--- config.mk ---
export PLATFORM = sky130hd
export DESIGN_NAME = ram_bytewide_dp
export DESIGN_NICKNAME = d
export VERILOG_FILES = /design/src/rtl/ram_bytewide_dp.sv
export SDC_FILE = /design/constraint.sdc
export NUM_CORES = 1
export LEC_CHECK = 0
export ABC_AREA = 1
export CAP_MARGIN = 20
export CELL_PAD_IN_SITES_DETAIL_PLACEMENT = 0
export CELL_PAD_IN_SITES_GLOBAL_PLACEMENT = 1
export CORE_ASPECT_RATIO = 0.75
export CORE_MARGIN = 4
export CORE_UTILIZATION = 35
export CTS_CLUSTER_DIAMETER = 60
export DETAILED_ROUTE_END_ITERATION = 8
export PLACE_DENSITY = 0.65
export RECOVER_POWER = 25
export SYNTH_ARGS = -nofsm -noshare
export SYNTH_HDL_FRONTEND = slang
export SYNTH_SLANG_ARGS = --single-unit
--- constraint.sdc ---
create_clock -name CLK -period 3.1 [get_ports CLK]
set_clock_uncertainty 0.15 [all_clocks]
set_input_delay 0.62 -clock CLK [delete_from_list [all_inputs] [get_ports CLK]]
set_output_delay 0.62 -clock CLK [all_outputs]
set_load 0.03 [all_outputs]
--- src/rtl/ram_bytewide_dp.sv ---
// rtl/ram_bytewide_dp.sv - byte-writable single-clock SRAM, RW port 0 + read port 1, self-clear after reset
module ram_bytewide_dp #(
    parameter int DATA_W      = 32,
    parameter int DEPTH       = 32,
    parameter int ADDR_W      = $clog2(DEPTH),
    parameter int WRITE_FIRST = 0
) (
    input  logic                CLK,
    input  logic                RST,
    input  logic                EN0,
    input  logic [DATA_W/8-1:0] WE0,
    input  logic [ADDR_W-1:0]   A0,
    input  logic [DATA_W-1:0]   Di0,
    output logic [DATA_W-1:0]   Do0,
    input  logic                EN1,
    input  logic [ADDR_W-1:0]   A1,
    output logic [DATA_W-1:0]   Do1,
    output logic                BUSY
);
    localparam int                NB        = DATA_W / 8;
    localparam logic [ADDR_W-1:0] LAST_ADDR = ADDR_W'(DEPTH - 1);
    localparam logic [ADDR_W:0]   DEPTH_W   = (ADDR_W + 1)'(DEPTH);

    typedef enum logic {
        CLEAR = 1'b0,
        READY = 1'b1
    } state_t;

    state_t state_q, state_d;
    logic [ADDR_W-1:0] clr_addr_q, clr_addr_d;

    logic [DATA_W-1:0] mem [DEPTH];

    logic              in_range0, in_range1;
    logic [DATA_W-1:0] rd0, rd1, merged0;
    logic              user_we, clr_we, collision;
    logic [DATA_W-1:0] do0_next, do1_next;

    always_ff @(posedge CLK) begin
        if (RST) begin
            state_q    <= CLEAR;
            clr_addr_q <= '0;
        end else begin
            state_q    <= state_d;
            clr_addr_q <= clr_addr_d;
        end
    end

    always_comb begin
        state_d    = state_q;
        clr_addr_d = clr_addr_q;
        case (state_q)
            CLEAR: begin
                if (clr_addr_q == LAST_ADDR) begin
                    state_d    = READY;
                    clr_addr_d = '0;
                end else begin
                    clr_addr_d = clr_addr_q + 1'b1;
                end
            end
            READY:   state_d = READY;
            default: state_d = CLEAR;
        endcase
    end

    assign BUSY = (state_q == CLEAR);

    // Out-of-range addresses (non-power-of-two DEPTH) read as zero and never write.
    assign in_range0 = ({1'b0, A0} < DEPTH_W);
    assign in_range1 = ({1'b0, A1} < DEPTH_W);
    assign rd0       = in_range0 ? mem[A0] : '0;
    assign rd1       = in_range1 ? mem[A1] : '0;

    always_comb begin
        merged0 = rd0;
        for (int i = 0; i < NB; i++) begin
            if (WE0[i]) merged0[i*8 +: 8] = Di0[i*8 +: 8];
        end
    end

    assign clr_we    = (state_q == CLEAR) && !RST;
    assign user_we   = (state_q == READY) && !RST && EN0 && (|WE0) && in_range0;
    assign collision = EN0 && (|WE0) && in_range0 && EN1 && (A0 == A1);

    always_comb begin
        do0_next = '0;
        do1_next = '0;
        if (EN0 && in_range0) do0_next = (WRITE_FIRST != 0) ? merged0 : rd0;
        if (EN1) do1_next = (collision && WRITE_FIRST != 0) ? merged0 : rd1;
    end

    // Clear and user writes are mutually exclusive, so the array keeps one write port.
    always_ff @(posedge CLK) begin
        if (clr_we) begin
            mem[clr_addr_q] <= '0;
        end else if (user_we) begin
            for (int i = 0; i < NB; i++) begin
                if (WE0[i]) mem[A0][i*8 +: 8] <= Di0[i*8 +: 8];
            end
        end
    end

    always_ff @(posedge CLK) begin
        if (RST || state_q == CLEAR) begin
            Do0 <= '0;
            Do1 <= '0;
        end else begin
            Do0 <= do0_next;
            Do1 <= do1_next;
        end
    end
endmodule

After elaboration in Yosys (flattened, before gate mapping)
Memories as Yosys holds them, arrays and structs flattened. A register that Yosys moved wholly into a read port is not among the register bits.
Cells that the tools add are included.

operators by class
  add/sub/neg operators = 1
  equal/unequal tests = 1
  mux-type cells = 24
  bitwise gates (word level) = 3
  reduce and logical (&&, ||, !) cells = 10

operator list
  cell                                                           count
  32-bit two-way mux                                             1
  32-bit OR reduction                                            1
  1-bit two-way mux                                              19
  5-bit two-way mux                                              2
  5-bit by 1-bit adder with 5-bit output, second input constant  1
  5-bit == test, second input constant                           1
  1-bit logical AND                                              4
  4-bit two-way mux                                              1
  2-bit OR reduction                                             2
  4-bit OR reduction                                             1
  1-bit NOT                                                      3
  1-bit one-hot mux with 2 select lines                          1
  1-bit zero test                                                1
  1-bit logical OR                                               1

word-level totals
  bits in registers = 6
  memory bits (writable) = 1024
  bits of input ports = 50
  output and inout bits = 65
  logic and storage cells = 42
  memories = 1

memories
  memory  depth  width  rd ports  clocked after memory_dff  wr ports  line  text
  mem     32     32     2         2                         1         32    logic [DATA_W-1:0] mem [DEPTH];

Logic depth before layout (Yosys ltp)
  word-level depth = 9
  gate-level depth with buffers = 13
  gate-level depth less buffers = 9

Least setup slack after synthesis
No wires, ideal clock.

  path kind = input to register
  start = in WE0[0]
  end = mem mem[31][10] (enable)
  setup time = 0.383 ns
  arrival time = 2.176 ns
  required time = 2.567 ns
  setup slack = 0.391 ns
  stages = 8
  path buffers = 1
  cell sequence = inv_1 nand4_2 nand2_8 buf_6 nand2_1 nand2_2 nand3_4 nor3_1

on the way
  cells in the longest elaborated chain, start to end = 7
  elaborated cells between the ends (all ways) = 18
  those cells by class = 15 x mux; 3 x reduce/logical

RTL lines
  what                                                                            line  text
  from (decl)                                                                     11    input logic [DATA_W/8-1:0] WE0,
  4-bit OR reduction                                                              -
  1-bit logical AND                                                               82    assign user_we = (state_q == READY) && !RST && EN0 && (|WE0) && in_range0;
  1-bit two-way mux                                                               96    end else if (user_we) begin
  1-bit two-way mux                                                               94    if (clr_we) begin
  1-bit two-way mux (implied by the code)                                         98    if (WE0[i]) mem[A0][i*8 +: 8] <= Di0[i*8 +: 8];
  32-bit OR reduction (no source line)                                            -
  5-bit two-way mux (no source line) / 4-bit two-way mux (equally long branches)  -
  to (decl)                                                                       32

Several ways; a longest one is shown, not always the timed one.

Worst setup path after layout
  start = reg state_q
  end = reg Do0[17] (read register of mem)

on the way
  cells in the longest elaborated chain, start to end = 3

RTL lines
  what                                 line  text
  from (decl)                          29    state_t state_q, state_d;
  from (signal assigned)               44    state_q <= state_d;
  1-bit NOT                            -
  1-bit logical OR                     104   if (RST || state_q == CLEAR) begin
  2-bit OR reduction (no source line)  -
  to (decl)                            14    output logic [DATA_W-1:0] Do0,

Every way passes these cells.
A chain may end at the register's enable or synchronous reset.

==> impl_metrics.ini <==
[clocking]
post_cts_resized = 0
cts.sinks = 1094
htree_num_levels = 3
clkSlewWorstSetupHoldPaths_ns = 0.06
postCtsSetupBuffers = 0
clockBufferDepth = 3
cts_tree = done
numCtsBuffers = 114
clk_latency_ns = 0.75
clockRootBuffer = clkbuf_16
postCtsHoldBufs = 0

[synthesis]
avgSynthCellArea_um2 = 8.76
ys_ff_latch = 1094
yosysTopAreaCellShare_pct = 55.8
synth_area_um2 = 55100
synth_cell_types = 26
synth_area_leaders = edfxtp_1 56%, nand2_1 17%, nand3_1 13%
yosysTopAreaCell = edfxtp_1
syn-num-nets = 6340
ys_warn_count = 0
yosysSeqAreaShare_pct = 58.4
syn_inst = 6288

[layout]
final_nets = 6472
regArea_um2 = 32200
layout_common_cells = 2,512 x nand2_1, 1,387 x nand3_1, 1,024 x edfxtp_1
n_fill_cell = 15200
layout_commonest_cell = nand2_1
syn2layout_area_growth_pct = 17.7
final_layout_size_suffix_gt1_share_pct = 11.5
multi_input_area_um2 = 20400

[global_route]
grt_pass1_wl_um = 307000
first_global_vias = 43800
grt_max_degree = 114
grt_use_total_pct = 25.2
grt_overflow = 0
grt_antenna_before_repair = 5

[min_path]
hold_depth = 6
min_from = A1[3]
holdPathEnd = Do1[17]
hold_class = in -> reg

[floorplan]
die_w_um = 466
die_area_um2 = 164000
io_pins = 115
rows = 125
die_h_um = 352
initial_core_util_pct = 35.4
core_um2 = 156000

[detailed_routing]
route.detailed.drc = 0
drt_iter0_markers = 6178
wl_um = 212000
wl_per_cell_um = 24.6
routed_via_density = 5.49
drtPass1Iterations = 6
antenna_left = 0
vias = 47300

[power]
p_per_area_nw_per_um2 = 530
p_total_mw = 34.4
p_leak_nw = 25.6
irDropWorstVdd_mv = 0.516

[placed_design]
gp_congestion = 0.847
io_buffers = 114
place_ws_ns = -0.0653
dp.final_hpwl_um = 135000

[job]
maxCapViolCount = 1

[sta]
period_share_pct = 95.1
setup_viol = 0
setup_slack_ns = 0.151
slew_violations = 0
hold_viol = 0
fmax_ghz = 0.339
relSlewSlack_pct = 0.199
grt_setup_unrepaired = false
finalCriticalPeriod_ns = 2.95
worstMarginPinSlew_ns = 1.50

[worst_setup_path]
end_kind = register
r2r-start = state_q
crit_type = reg -> reg
start_kind = register
critPathMaxFanout = 25
rr_endpoint = Do0[17]
crit_arrival_ns = 3.47
ff2ff_path_depth = 6
ff2ff_setup_slack_ns = 0.15
crit_required_ns = 3.62

[run_status]
violations = max-capacitance violations
outcome = finished, violations left
-- state kept, by name (all words and copies together), names as in the netlist --
signal      cells
Do1            32
Do0            32
mem          1024
clr_addr_q      5
state_q         1
-- routing by layer --
metal	up-vias	GRT usage (%)	wire length, um
met3	286	5.38	21900
met1	22900	38.1	96300
met2	2572	36.4	88300
li1	21600	-	-
met5	-	0	13
met4	2	6.67	5520
-- Yosys cell counts --
cell,count
nor3b_1,1
o21ai_0,133
inv_1,84
buf_6,22
nor3_2,123
nand3_1,1387
clkbuf_1,229
nand4_2,1
buf_4,4
a21oi_1,107
dfxtp_1,70
edfxtp_1,1024
o21ai_1,10
nand3_4,8
ha_1,2
nand2_8,1
o21ai_4,2
nor2_1,313
nor3_1,9
nand2_2,8
inv_2,9
buf_2,140
o21ai_2,4
nor2_8,1
buf_1,85
nand2_1,2511
-- worst max path at each step --
stage / start / endpoint / depth (start not counted)
2_1_floorplan: WE0[0] / mem[31][10] / 8
3_3_place_gp: RST / mem[0][9] / 11
3_5_place_dp: RST / mem[0][4] / 11
4_1_cts: state_q / BUSY / 2
5_1_grt: A1[0] / Do1[21] / 11
6_report: state_q / Do0[17] / 6
-- logic make-up after synthesis --
kind of cell	after synthesis	synth area share, %
adder cells (fa/ha/maj)	2	0.0454
AO/OA/AOI/OAI	256	2.39
AND/OR/NAND/NOR	4363	34.6
buffers and inverters	573	4.55
flip-flops	1094	58.4
-- final cells by class --
class,instances,share of cell area (%)
Antenna cell,1,0.00386
Multi-Input combinational cell,4621,31.5
Clock buffer,126,4.57
Clock inverter,90,1.62
Tap cell,2095,4.04
Sequential cell,1094,49.6
Inverter,93,0.608
Timing Repair Buffer,496,8.05
-- through the flow --
step | util [%] | hold WS, ns | cell area [um^2] | TNS (ns) | instances
after floorplan | - | 0.332 | 55100 | 0 | 6288
after global placement | 39.2 | 0.408 | 61100 | -1.13 | 8399
after detailed placement | 39.2 | 0.403 | 61100 | -4.88 | 8399
after CTS | 41.8 | 0.280 | 65100 | 0 | 8615
after global routing | 41.7 | 0.344 | 64800 | 0 | 8615
final | 41.7 | 0.346 | 64800 | 0 | 8616
-- worst max-delay path, cell delays in order (launching register included) --
cell      delay (ns)
dfxtp_1         0.42
nand2_1         0.10
nor2_1          0.41
buf_4           0.30
clkbuf_2        1.00
nand2_1         0.25
nor2_1          0.18
-- power breakdown --
group / internal, mW / total, mW / switching [mW]
Clock: 8.41 / 14.6 / 6.23
Combinational: 1.08 / 3.67 / 2.59
Sequential: 16.0 / 16.1 / 0.0555
Total: 25.5 / 34.4 / 8.88
Note: power is estimated with default switching activity, not from simulation.
